### src/rtl/multicycle_state_ctrl.sv
// multicycle_state_ctrl: multicycle MIPS control FSM with halt latch, run/step gate and retire/cycle counters
module multicycle_state_ctrl #(
  parameter int CNT_W = 32
) (
  input  logic             CLK,
  input  logic             RST,
  input  logic [5:0]       opcode,
  input  logic             run_mode,
  input  logic             step,
  output logic [2:0]       state,
  output logic             halted,
  output logic             illegal_op,
  output logic [CNT_W-1:0] instr_cnt,
  output logic [CNT_W-1:0] cycle_cnt
);
  typedef enum logic [2:0] {
    S_IF = 3'b000, S_ID = 3'b001, S_AEXE = 3'b110, S_BEXE = 3'b101,
    S_CEXE = 3'b010, S_MEM = 3'b011, S_AWB = 3'b111, S_CWB = 3'b100
  } state_t;
  localparam logic [5:0] OP_LW = 6'b110001, OP_HALT = 6'b111111;
  state_t cur, nxt;
  logic is_a, is_b, is_c, is_j, is_h, adv, illegal;
  assign is_a = opcode inside {6'b000010, 6'b010010, 6'b011000, 6'b000000, 6'b000001,
                               6'b100000, 6'b100111, 6'b010000, 6'b010001};
  assign is_b = opcode == 6'b110100;
  assign is_c = opcode inside {6'b110000, OP_LW};
  assign is_j = opcode inside {6'b111000, 6'b111001, 6'b111010};
  assign is_h = opcode == OP_HALT;
  assign adv = (run_mode | step) & ~halted;
  assign illegal = ~(is_a | is_b | is_c | is_j | is_h);
  assign state = cur;
  always_comb begin
    nxt = S_IF;
    case (cur)
      S_IF:   nxt = S_ID;
      S_ID:   nxt = is_a ? S_AEXE : is_b ? S_BEXE : is_c ? S_CEXE : S_IF;
      S_AEXE: nxt = S_AWB;
      S_CEXE: nxt = S_MEM;
      S_MEM:  nxt = opcode == OP_LW ? S_CWB : S_IF;
      default: nxt = S_IF;
    endcase
  end
  // illegal_op is a pulse, so it is rewritten every cycle rather than held with adv
  always_ff @(posedge CLK) begin
    if (!RST) begin
      cur        <= S_IF;
      halted     <= 1'b0;
      illegal_op <= 1'b0;
      instr_cnt  <= '0;
      cycle_cnt  <= '0;
    end else begin
      illegal_op <= adv && cur == S_ID && illegal;
      if (adv) begin
        cur       <= nxt;
        cycle_cnt <= cycle_cnt + 1'b1;
        if (cur != S_IF && nxt == S_IF) instr_cnt <= instr_cnt + 1'b1;
        if (cur == S_ID && is_h) halted <= 1'b1;
      end
    end
  end
endmodule

### config.mk
export PLATFORM = sky130hd
export DESIGN_NAME = multicycle_state_ctrl
export DESIGN_NICKNAME = d
export VERILOG_FILES = /design/src/rtl/multicycle_state_ctrl.sv
export SDC_FILE = /design/constraint.sdc
export NUM_CORES = 1
export LEC_CHECK = 0
export BUFFER_PORTS_ARGS = -buffer_cell sky130_fd_sc_hd__buf_2
export CORE_MARGIN = 4
export CORE_UTILIZATION = 54
export DETAILED_ROUTE_END_ITERATION = 16
export GPL_TIMING_DRIVEN = 0
export PLACE_DENSITY = 0.8
export SLEW_MARGIN = 25
export SYNTH_ARGS = -nofsm -noshare
export SYNTH_HDL_FRONTEND = slang
export SYNTH_SLANG_ARGS = --single-unit
### constraint.sdc
create_clock -name CLK -period 2.3 [get_ports CLK]
set_clock_uncertainty 0.05 [all_clocks]
set_input_delay 0.23 -clock CLK [delete_from_list [all_inputs] [get_ports CLK]]
set_output_delay 0.23 -clock CLK [all_outputs]
set_load 0.05 [all_outputs]
==> results summary, run 1 <==
The run finished with clean final reports. The number of placed instances, taps included, is 584. At the pin with the least slew margin, the transition time is 0.5561 ns. Dividing the final minimum period by the clock period gives 0.9181. The worst hold path belongs to the class primary input to register. The library cell used most frequently in the layout, excluding fill and tap cells, is sky130_fd_sc_hd__buf_2. The met2 wire length is 4264 µm. The most common flop cell mapped by yosys is sky130_fd_sc_hd__dfxtp_1. The TritonCTS clock tree is yes. The data arrival time of the worst path is 2.34 ns. The floorplan row count came out at 29. The top cell types in the final layout, fill and taps aside, are sky130_fd_sc_hd__buf_2, sky130_fd_sc_hd__dfxtp_1, sky130_fd_sc_hd__a21oi_1.

The number of antenna diodes in the final layout is 0. From synthesis to final layout, the design area changed by 20.27%. The final max-slew violation count is 0.

In this run the deepest clock path goes through 2 buffers. The post-synthesis async set-or-reset flop share came out at 0. Once detail routing completed, the nets flagged for antenna violations numbered 0.

For this run, the total global-route usage over all layers was measured as 0.2303. The area of the placeable core came out at 6350 µm². The latest clock arrival within the worst-skew pair is 0.35 ns. The power per unit of standard cell area came out at roughly 590 nW/µm². The congestion estimate from routability-driven global placement came to roughly 0.85.

The count of final hold-check violations came out at 0. The worst setup path is captured at a register. Of the cells placed in the final design, the portion with a size suffix greater than 1 is 0.2673. Summing every instance area after synthesis gives 3543 µm².

In this run the tightest slew margin relative to its limit is 0.6293. The critical path required time came out at ~2.5 ns. The routed wire length on met3 is 552 µm.

When the netlist entered floorplanning its net count stood at 443. The overall die width is 89.01 µm. The routed design has 8976 µm of wire. The share of the Yosys chip area taken by registers is 0.3898. The H-tree depth came out at 3. The number of top-level pins came out at 79.

The largest voltage drop on the vdd net is 418.8 µV. The count of synthesis-stage warnings from yosys came out at 0. The mean instance size in the synthesized netlist came out at just over 8 µm². The number of enable flip-flop cells after synthesis came out at 0. The global route total overflow came out at 0. The worst setup path is of the register to register kind.

The quantity of I/O buffers inserted on ports is 76. The cell depth of the worst flop-to-flop path is 6. The total leakage power came out at 1.650 nW.

The number of buffers inserted during clock tree synthesis is 9. The number of detailed-route iterations in the first pass is 5. After filler insertion, the fill cell instance count of the layout stands at ~540. The DRC violations left is 0. The highest clock frequency the design can meet came out at between 400 and 500 MHz. The first-pass GRT wire length is 14690 µm. The number of standard cells in the layout, taps in and fillers out is 597. Dividing the detail-routed wire length by the instance count gives 15.04 µm. The initial antenna violation count came out at 0. The post-synthesis cell count is approximately 430. After the first detailed-routing iteration, the DRC count stood at 202.

The final critical path time including I/O delays and setup is 2.112 ns. In the post-synthesis netlist, the biggest area contributors are sky130_fd_sc_hd__dfxtp_1, sky130_fd_sc_hd__or4_1, sky130_fd_sc_hd__a21oi_1, sky130_fd_sc_hd__o31ai_1, sky130_fd_sc_hd__nor2_1. For this block, wires on met1 add up to between 3000 and 4000 µm. Counting instances, the worst hold path has a depth of 3. The number of global-route vias before repair is 3238. Setup violations remaining at the end of the flow were counted as 0.

Entering global routing, the biggest net connects 14 pins. The total number of clock tree sinks is between 60 and 70. The initial cell density of the core came out at 0.5580. Setup repair after global routing left no endpoint under its margin.

Of all cell types, the one taking the most synthesized area is sky130_fd_sc_hd__dfxtp_1. STA classifies the critical path startpoint as a register. The register clock-pin slew on the reported worst setup and hold paths came out at 0.08 ns. The placement-stage worst setup slack came out at -0.2646 ns. In this run the top signal layer used is met4. Across the run, the number of max-cap violations was 0.

Setup slack on the critical path of the routed design comes to 0.1884 ns. Dividing the detail-routed via count by the number of cells gives slightly above 6. The final layout net count is 527. The number of buffers inserted by hold repair at cts came out at 0. The height of the chip came out at 89.01 µm. CTS placed an instance of sky130_fd_sc_hd__clkbuf_8 at the clock tree root. After synthesis, the netlist uses 51 different library cells. The largest fanout on the critical path came out at 7. The core utilization of the finished layout is 0.6711.

The area share of the leading cell type in the synthesized netlist is 0.3898. The die covers 7922 µm². In this run, synthesis produced a sequential element count of 69. Once detailed placement completed, the half-perimeter wirelength came to between 6000 and 7000 µm. The via count came out at 3621.
==> path summary, 6_finish.rpt <==
check | startpoint | slack (ns) | end
max | instr_cnt[3] | 0.19 | instr_cnt[31]
min | RST | 0.14 | instr_cnt[21]
max reg2reg | instr_cnt[3] | 0.19 | instr_cnt[31]
min reg2reg | cycle_cnt[1] | 0.43 | cycle_cnt[1]
==> stage by stage <==
step,power (W),instance area (µm²),hold WS [ns],setup TNS (ns)
after detailed placement,0.001540,4044,0.4179,-3.955
after global placement,0.001534,4044,0.4116,-2.508
after CTS,0.002530,4238,0.1250,0
final,0.002520,4262,0.1391,0
after floorplan,0.001460,3567,0.3299,0
after global routing,0.002614,4262,0.1320,0
==> synth_stat cells, drive strengths merged (2+ instances only) <==
master / instances
a21oi: 39
a22oi: 2
a31oi: 2
and2: 3
and3: 12
and4: 6
buf: 14
clkbuf: 15
dfxtp: 69
ha: 2
inv: 8
mux2i: 3
nand2: 36
nand2b: 6
nand3: 22
nand4: 12
nor2: 38
nor2b: 4
nor3: 13
nor4: 5
o21ai: 13
o311ai: 2
o31ai: 26
o41ai: 3
or3: 7
or4: 28
xnor2: 13
xor2: 12
==> cell type report <==
type | instances | area [µm²] | area share
buffer | 24 | 133.9 | 0.03142
timing repair buffer | 78 | 395.4 | 0.09278
tap | 77 | 96.34 | 0.02261
clock inverter | 7 | 75.07 | 0.01762
multi-input combinational | 324 | 1998 | 0.4689
clock buffer | 9 | 123.9 | 0.02907
inverter | 9 | 33.78 | 0.007927
sequential | 69 | 1405 | 0.3297
==> where the power goes <==
group,internal [W],switching [W]
Sequential,0.00121,0.0000181
Combinational,0.0000835,0.000208
Clock,0.000504,0.000498
==> critical path, stage by stage (launching register included) <==
cell and delay [ns]:
sky130_fd_sc_hd__dfxtp_2 0.39, sky130_fd_sc_hd__nand4_1 0.18, sky130_fd_sc_hd__nor3_1 0.34, sky130_fd_sc_hd__and3_2 0.36, sky130_fd_sc_hd__nand4_1 0.16, sky130_fd_sc_hd__or4_1 0.42
sky130_fd_sc_hd__a21oi_1 0.14
==> metal layers <==
layer | GRT usage | up-vias
met5 | 0 | -
met4 | 0.08254 | 0
met3 | 0.04055 | 19
met2 | 0.3887 | 133
met1 | 0.2956 | 1697
li1 | - | 1772
==> kinds of logic (layout without fill, tap and decap cells) <==
family / Yosys count / in the layout / synth area share
adder cells (fa/ha/maj): 2 / 2 / 0.007061
AO/OA/AOI/OAI: 98 / 98 / 0.1822
buffers and inverters: 38 / 127 / 0.05155
XOR/XNOR: 25 / 25 / 0.06179
AND/OR/NAND/NOR: 196 / 196 / 0.2991
flip-flops: 69 / 69 / 0.3898
multiplexers: 3 / 3 / 0.008475
==> state kept, by name, indices dropped and copies added, names as in the netlist <==
register    flops
illegal_op      1
halted          1
cycle_cnt      32
state           3
instr_cnt      32
==> timing repair <==
| item | 4_1_cts | 5_1_grt |
|---|---|---|
| cloned | 0 | 0 |
| pin swaps | 0 | 1 |
| endpoints found under the setup margin | 12 | 40 |
| gates resized for setup | 2 | 8 |
| buffers inserted | 0 | 2 |
No activity file was read; power rests on OpenSTA's default activity.
==> inputs of run 2 (changes only) <==
CORE_ASPECT_RATIO = 1.4   (was unset)
==> run 2 against run 1 <==
Effect of this change:
- combinational power shrank 1%
- clock-buffer cell count rose by 1
- flip-flop and latch count is the same
- die area rose by 0.23%
- critical path type unchanged
- critical endpoint is now cycle_cnt[30]
==> results summary, run 2 (same netlist as run 1, synthesis figures left out) <==
The buffer depth of the longest clock path came to 2 (unchanged). The sum of routed wire length over all layers came out at 9007 µm (was 8976 µm). The actual transition at the worst max-transition pin is 0.5501 ns (was 0.5561 ns). The area of the placeable core is 6296 µm² (was 6350 µm²). Sequence of cells on the critical path: o21ba_1 > nand4_1 > buf_4 > or4_1 > nor3_1 > xnor2_1 > nor2_1 (was nand4_1 > nor3_1 > and3_2 > nand4_1 > or4_1 > a21oi_1). The latest clock arrival within the worst-skew pair came out at 0.36 ns (was 0.35 ns). The combined global-route utilization of all metal layers came to 0.2367 (was 0.2303).

The kind of capture point of the worst setup path was a register (unchanged). The first-pass GRT wire length was 15730 µm (was 14690 µm). The number of detailed-route iterations in the first pass came out at 5 (unchanged). The final layout net count came out at 527 (unchanged). The reg-to-reg critical path startpoint is halted (was instr_cnt[3]). The cell depth of the worst flop-to-flop path came to 7 (was 6). The max-slew headroom at the worst pin came to 0.6332 (was 0.6293). The via count came out at 3622 (was 3621).

The TritonCTS clock tree is yes (unchanged). The design internal power came to 0.001720 W (was 0.001796 W). The H-tree depth is 3 (unchanged).

The initial cell density of the core came to 0.5628 (was 0.5580). The largest stage delay on the critical path is 0.68 ns (was 0.42 ns). The number of buffers inserted during clock tree synthesis came out at 9 (unchanged).

The final max-slew violation count is 0 (unchanged). The routed length per instance came to 15.21 µm (was 15.04 µm). The largest voltage drop on the vdd net is 449.8 µV (was 418.8 µV). The net switching fraction of the power was 0.2978 (was 0.2874). The register clock-pin slew on the reported worst setup and hold paths is 0.08 ns (about the same). The proportion of layout cells with a drive suffix above 1 came out at 0.2635 (was 0.2673). The final-report setup violation count was 0 (unchanged). The category of the most critical setup path is register to register (unchanged). The number of antenna repair diodes was 0 (unchanged). The number of top-level pins is 79 (unchanged). The critical path required time came out at 2.49 ns (was 2.52 ns). The power spent charging and discharging nets came to 0.0007296 W (was 0.0007241 W). The global route total overflow is 0 (unchanged). The endpoint of the worst register-to-register path is cycle_cnt[30] (was instr_cnt[31]). The highest clock frequency the design can meet came out at 457.1 MHz (was 473.6 MHz). The worst setup slack for register-to-register paths is 0.11 ns (was 0.19 ns).

The height of the chip was 103.8 µm (was 89.01 µm). The total negative slack is 0 ns (unchanged). The sequential cell fraction of total power was 0.501 (was 0.487). The largest fanout on the critical path came to 9 (was 7). The floorplan row count is 34 (was 29). The number of max-cap violations is 0 (unchanged). The share of the clock period used by the worst path is 0.9513 (was 0.9181). The root buffer cell is sky130_fd_sc_hd__clkbuf_8 (unchanged).

The DRC violations left is 0 (unchanged). The number of global-route vias before repair came to 3438 (was 3238). The count of buffer and inverter cells on the critical path came out at 1 (was 0). The sum of net half-perimeters after detailed placement is 6417 µm (was 6325 µm). The core utilization of the finished layout is 0.6725 (was 0.6711).

The final weighted congestion in routability-driven placement is 0.8283 (was 0.8479). The initial antenna violation count is 0 (unchanged). The worst hold path class is primary input to register (unchanged). The total number of clock tree sinks was 69 (unchanged). The cell with the largest stage delay on the worst path is sky130_fd_sc_hd__or4_1 (unchanged). The portion of total power attributed to combinational logic is 0.117 (was 0.115).

The launch instance of the worst min-delay path was RST (unchanged). The overall die width came out at 76.46 µm (was 89.01 µm). The power per unit of standard cell area is 578.6 nW/µm² (was 591.3 nW/µm²). The most common cell after layout, fill and taps aside is sky130_fd_sc_hd__buf_2 (unchanged). The post-layout worst setup margin came out at 0.1121 ns (was 0.1884 ns).

The proportion of power drawn by the clock network is 0.382 (was 0.398). The average via count per standard cell came out at 6.118 (was 6.065). The count of final hold-check violations came to 0 (unchanged). The placement-stage worst setup slack came to -0.2140 ns (was -0.2646 ns).

Leading cell types in the layout, fill and taps excluded: sky130_fd_sc_hd__buf_2, sky130_fd_sc_hd__dfxtp_1, sky130_fd_sc_hd__a21oi_1 (unchanged). The area growth from synthesis to layout is 19.49% (was 20.27%). The data arrival time of the worst path came to 2.38 ns (was 2.34 ns). The number of fill cells is 531 (was 538). The total leakage power is 1.658 nW (was 1.650 nW). The cell area reported after detailed placement was 4038 µm² (was 4044 µm²).

The quantity of I/O buffers inserted on ports is 76 (unchanged). The remaining antenna violation count after routing is 0 (unchanged). The worst hold path depth came to 3 (unchanged). The kind of cell adding the most delay to the critical path was simple AND/OR/NAND/NOR gates (unchanged). Outcome: completed (unchanged). The cell area after layout came to 4234 µm² (was 4262 µm²).

The area of the die came out at 7940 µm² (was 7922 µm²). The startpoint kind of the worst setup timing path is a register (unchanged). The DRC marker count from the first detailed-route iteration came out at 202 (unchanged). The pin count of the biggest net entering global routing is 14 (unchanged). The final critical path time including I/O delays and setup came to 2.188 ns (was 2.112 ns). The hold-critical path endpoint is instr_cnt[21] (unchanged). The worst hold slack was 0.1253 ns (was 0.1391 ns).
run 2: how the worst max path moves through the flow:
stage                             from       endpoint  depth (start not counted)  slack (ns)
after floorplan           instr_cnt[7]  instr_cnt[16]                          7      0.0007
after global placement       opcode[4]  instr_cnt[14]                         10       -0.19
after detailed placement     opcode[4]  instr_cnt[22]                         10       -0.21
after CTS                       halted  cycle_cnt[30]                          7      0.0006
after global routing            halted  cycle_cnt[26]                          6      -0.003
final                           halted  cycle_cnt[30]                          7        0.11
run 2: worst min-delay path, stage by stage:
cell and delay (ns):
sky130_fd_sc_hd__buf_2 0.13, sky130_fd_sc_hd__nand2b_1 0.07, sky130_fd_sc_hd__o41ai_1 0.06
run 2: timing repair:
item,CTS,global route
endpoints found under the hold margin,0,0
endpoints found under the setup margin,11,43
pin swaps,1,0
hold buffers,0,0
resized for setup,1,9
setup buffers,0,2
run 2: stage by stage:
stage	cells	power [W]
3_3_place_gp	579	0.001535
2_1_floorplan	431	0.001460
3_5_place_dp	579	0.001537
4_1_cts	595	0.002455
6_report	592	0.002450
5_1_grt	592	0.002556
run 2: final cells by class:
type,instances,area (µm²),share of cell area
Multi-Input combinational cell,324,1992,0.4704
Sequential cell,69,1405,0.3319
Timing Repair Buffer,78,395.4,0.09338
Clock buffer,10,137.6,0.03251
Buffer,24,135.1,0.03191
Tap cell,72,90.09,0.02128
Clock inverter,6,45.04,0.01064
Inverter,9,33.78,0.007979
run 2: layer usage:
metal / share of wire / track usage / vias to the layer above / wire, µm
met5: 0 / 0 / - / 0
met4: 0.022 / 0.1075 / 0 / 195
met3: 0.061 / 0.05903 / 20 / 548
met2: 0.50 / 0.4063 / 134 / 4523
met1: 0.42 / 0.2749 / 1693 / 3739
li1: - / - / 1775 / -
run 2: power by group through the flow:
stage / clock network (W) / logic (W) / registers, W
floorplan: 0 / 0.000164 / 0.00130
global placement: 0 / 0.000282 / 0.00125
detailed placement: 0 / 0.000283 / 0.00125
CTS: 0.000944 / 0.000285 / 0.00123
global route: 0.00101 / 0.000316 / 0.00123
finish: 0.000936 / 0.000287 / 0.00123
==> inputs of run 3 (changes only) <==
ABC_AREA = 1   (was unset)
CORE_UTILIZATION = 55   (was 54)
==> run 3 against run 2 <==
Effect of this change:
- via count up 19%
- highest routed layer unchanged
- maximum frequency grew 5.1%
- worst setup slack gained 0.11 ns
- flip-flop and latch count is the same
- critical endpoint is now cycle_cnt[23]
==> results summary, run 3 <==
The register clock-pin slew on the reported worst setup and hold paths is 0.07 ns (was 0.08 ns). The placement-stage worst setup slack is 0.1718 ns (was -0.2140 ns). The share of the clock period used by the worst path came out at 0.9055 (was 0.9513). Setup repair after global routing left no endpoint under its margin. The area share of the leading cell type in the synthesized netlist is 0.3494 (was 0.3898). The latest clock arrival within the worst-skew pair is 0.36 ns (about the same). The total standard cell area after synthesis is 3954 µm² (was 3543 µm²). Sequence of cells on the critical path: inv_1 > o21ai_1 > buf_2 > inv_1 > nand4_1 > nor3_1 > nand3_1 > xor2_1 > nor2_1 (was o21ba_1 > nand4_1 > buf_4 > or4_1 > nor3_1 > xnor2_1 > nor2_1). The DRC violations left is 0 (unchanged). The startpoint kind of the worst setup timing path is a register (unchanged). The critical path required time came out at 2.48 ns (was 2.49 ns). The root buffer cell is sky130_fd_sc_hd__clkbuf_8 (unchanged). The worst setup slack for register-to-register paths is 0.22 ns (was 0.11 ns). The total leakage power is 1.961 nW (was 1.658 nW). The final max-slew violation count is 0 (unchanged). The number of max-cap violations is 0 (unchanged). The area growth from synthesis to layout was 17.22% (was 19.49%). The final layout net count is 714 (was 527).

Leading cell types in the layout, fill and taps excluded: sky130_fd_sc_hd__nand2_1, sky130_fd_sc_hd__nor2_1, sky130_fd_sc_hd__buf_2 (was sky130_fd_sc_hd__buf_2, sky130_fd_sc_hd__dfxtp_1, sky130_fd_sc_hd__a21oi_1). The proportion of layout cells with a drive suffix above 1 came out at 0.1546 (was 0.2635). The first-pass GRT wire length is 18600 µm (was 15730 µm). The initial cell density of the core is 0.5663 (was 0.5628). The power per unit of standard cell area was 504.4 nW/µm² (was 578.6 nW/µm²).

The number of top-level pins came out at 79 (unchanged). The worst hold path class was primary input to register (unchanged). The largest stage delay on the critical path was 0.32 ns (was 0.68 ns). The largest voltage drop on the vdd net came out at 487.8 µV (was 449.8 µV). The total nets after synthesis came out at 625 (was 443). The floorplan row count is 36 (was 34). The height of the chip is 108.3 µm (was 103.8 µm). The area of the placeable core was 6982 µm² (was 6296 µm²). The number of buffers inserted by hold repair at cts was 0 (unchanged). Outcome: completed (unchanged). The category of the most critical setup path is register to register (unchanged). The total number of clock tree sinks is 69 (unchanged). The kind of cell adding the most delay to the critical path is simple AND/OR/NAND/NOR gates (unchanged).

The kind of capture point of the worst setup path is a register (unchanged). The combined global-route utilization of all metal layers is 0.2768 (was 0.2367). The post-layout worst setup margin came out at 0.2174 ns (was 0.1121 ns).

The data arrival time of the worst path came out at 2.26 ns (was 2.38 ns). The number of detailed-route iterations in the first pass is 5 (unchanged). The actual transition at the worst max-transition pin came out at 0.6084 ns (was 0.5501 ns). The most common cell after layout, fill and taps aside is sky130_fd_sc_hd__nand2_1 (was sky130_fd_sc_hd__buf_2).

The endpoint of the worst register-to-register path is cycle_cnt[23] (was cycle_cnt[30]). The count of synthesis-stage warnings from yosys is 0 (unchanged). The total negative slack was 0 ns (unchanged). The number of synthesized register bits is 69 (unchanged). The hold-critical path endpoint is cycle_cnt[0] (was instr_cnt[21]). The buffer depth of the longest clock path came to 2 (unchanged).

The pin count of the biggest net entering global routing came out at 11 (was 14). The overall die width is 79.66 µm (was 76.46 µm). The number of global-route vias before repair is 4146 (was 3438). The max-slew headroom at the worst pin came out at 0.5944 (was 0.6332). The cell depth of the worst flop-to-flop path is 9 (was 7). Synth area leaders: sky130_fd_sc_hd__dfxtp_1, sky130_fd_sc_hd__nand2_1, sky130_fd_sc_hd__nor2_1, sky130_fd_sc_hd__nand3_1, sky130_fd_sc_hd__xor2_1 (was sky130_fd_sc_hd__dfxtp_1, sky130_fd_sc_hd__or4_1, sky130_fd_sc_hd__a21oi_1, sky130_fd_sc_hd__o31ai_1, sky130_fd_sc_hd__nor2_1). The number of gates given a new drive strength after cts is 0 (was 1). The count of final hold-check violations came to 0 (unchanged).

The sum of routed wire length over all layers came out at 11460 µm (was 9007 µm). The reg-to-reg critical path startpoint was halted (unchanged). The post-synthesis async set-or-reset flop share is 0 (unchanged). The number of antenna repair diodes came to 0 (unchanged). The most common flop cell mapped by yosys is sky130_fd_sc_hd__dfxtp_1 (unchanged). The worst hold path depth is 3 (unchanged). The final-report setup violation count came to 0 (unchanged). The initial antenna violation count is 0 (unchanged). The post-synthesis cell count is 613 (was 431).

The via count is 4315 (was 3622). The count of buffer and inverter cells on the critical path came out at 3 (was 1). The sequential element share of the synthesized area came out at 0.3494 (was 0.3898). The final weighted congestion in routability-driven placement is 0.9695 (was 0.8283). The number of buffers inserted during clock tree synthesis came out at 9 (unchanged). The TritonCTS clock tree was yes (unchanged). The DRC marker count from the first detailed-route iteration is 250 (was 202). The quantity of I/O buffers inserted on ports came out at 78 (was 76). The remaining antenna violation count after routing was 0 (unchanged). The highest clock frequency the design can meet is 480.2 MHz (was 457.1 MHz). The average via count per standard cell is 5.394 (was 6.118).

The global route total overflow came to 0 (unchanged). The cell type with the highest aggregate area in the netlist was sky130_fd_sc_hd__dfxtp_1 (unchanged). The sum of net half-perimeters after detailed placement is 8938 µm (was 6417 µm). The launch instance of the worst min-delay path is RST (unchanged). The final critical path time including I/O delays and setup came out at 2.083 ns (was 2.188 ns).

The most instantiated library cell after synthesis is sky130_fd_sc_hd__nand2_1 (was sky130_fd_sc_hd__dfxtp_1). The H-tree depth is 3 (unchanged). The cell with the largest stage delay on the worst path was sky130_fd_sc_hd__nor3_1 (was sky130_fd_sc_hd__or4_1). The number of unique standard cell types used by synthesis is 34 (was 51).

The area of the die is 8628 µm² (was 7940 µm²). Cell types with the highest counts after synthesis: sky130_fd_sc_hd__nand2_1, sky130_fd_sc_hd__nor2_1, sky130_fd_sc_hd__dfxtp_1 (was sky130_fd_sc_hd__dfxtp_1, sky130_fd_sc_hd__a21oi_1, sky130_fd_sc_hd__nor2_1). In this design, the critical path's most frequently occurring cell is sky130_fd_sc_hd__inv_1.

The number of buffers inserted to repair setup after CTS is 0 (unchanged). The mean instance size in the synthesized netlist came out at 6.450 µm² (was 8.221 µm²). The routed length per instance is 14.32 µm (was 15.21 µm). The number of enable flip-flop cells after synthesis is 0 (unchanged). The largest fanout on the critical path came out at 10 (was 9).
==> run 3: through the flow <==
stage | cell area [µm²] | hold slack, ns | instances | power, W | utilization
final | 4634 | 0.1287 | 800 | 0.002338 | 0.6638
after global routing | 4634 | 0.1240 | 800 | 0.002431 | 0.6638
after CTS | 4609 | 0.1268 | 800 | 0.002345 | 0.6602
after detailed placement | 4463 | 0.4194 | 786 | 0.001543 | 0.6392
after global placement | 4463 | 0.4083 | 786 | 0.001537 | 0.6392
after floorplan | 3954 | 0.3183 | 613 | 0.001460 | -
==> run 3: cell type report <==
class,instances,area [µm²]
Buffer,17,88.84
Clock buffer,11,131.4
Clock inverter,3,15.01
Fill cell,633,2347
Inverter,53,198.9
Multi-Input combinational cell,474,2310
Sequential cell,69,1381
Tap cell,95,118.9
Timing Repair Buffer,78,390.4
==> run 3: logic make-up (layout without fill, tap and decap cells) <==
group / Yosys count / after routing / share of synthesized area
AND/OR/NAND/NOR: 369 / 369 / 0.3968
AO/OA/AOI/OAI: 63 / 63 / 0.08608
adder cells (fa/ha/maj): 2 / 2 / 0.006328
buffers and inverters: 70 / 162 / 0.07278
XOR/XNOR: 40 / 40 / 0.08861
flip-flops: 69 / 69 / 0.3494
==> run 3: how the worst max path moves through the flow <==
stage | to | slack (ns) | start | cells after the start
2_1_floorplan | cycle_cnt[26] | 0.15 | cycle_cnt[1] | 10
3_3_place_gp | instr_cnt[10] | 0.21 | instr_cnt[0] | 8
3_5_place_dp | cycle_cnt[26] | 0.17 | cycle_cnt[1] | 10
4_1_cts | cycle_cnt[26] | 0.15 | cycle_cnt[1] | 10
5_1_grt | cycle_cnt[23] | 0.03 | halted | 9
6_report | cycle_cnt[23] | 0.22 | halted | 9
==> run 3: worst reg2reg max path, stage by stage (launching register included) <==
cell                      delay [ns]
sky130_fd_sc_hd__dfxtp_1        0.31
sky130_fd_sc_hd__inv_1          0.06
sky130_fd_sc_hd__o21ai_1        0.13
sky130_fd_sc_hd__buf_2          0.23
sky130_fd_sc_hd__inv_1          0.23
sky130_fd_sc_hd__nand4_1        0.20
sky130_fd_sc_hd__nor3_1         0.32
sky130_fd_sc_hd__nand3_1        0.20
sky130_fd_sc_hd__xor2_1         0.18
sky130_fd_sc_hd__nor2_1         0.06
==> run 3: metal layers <==
metal	GRT usage	wire, µm	up-vias
li1	-	-	2160
met1	0.2856	4210	1942
met2	0.5137	6023	171
met3	0.06083	729	42
met4	0.1413	493	0
met5	0	0	-
==> run 3: power by group <==
part           switching (W)  internal [W]  total [W]  leakage (nW)
sequential         0.0000208       0.00121    0.00123         0.557
clock               0.000446      0.000374   0.000820        0.0788
combinational       0.000213     0.0000747   0.000287          1.32
total               0.000680       0.00166    0.00234          1.96
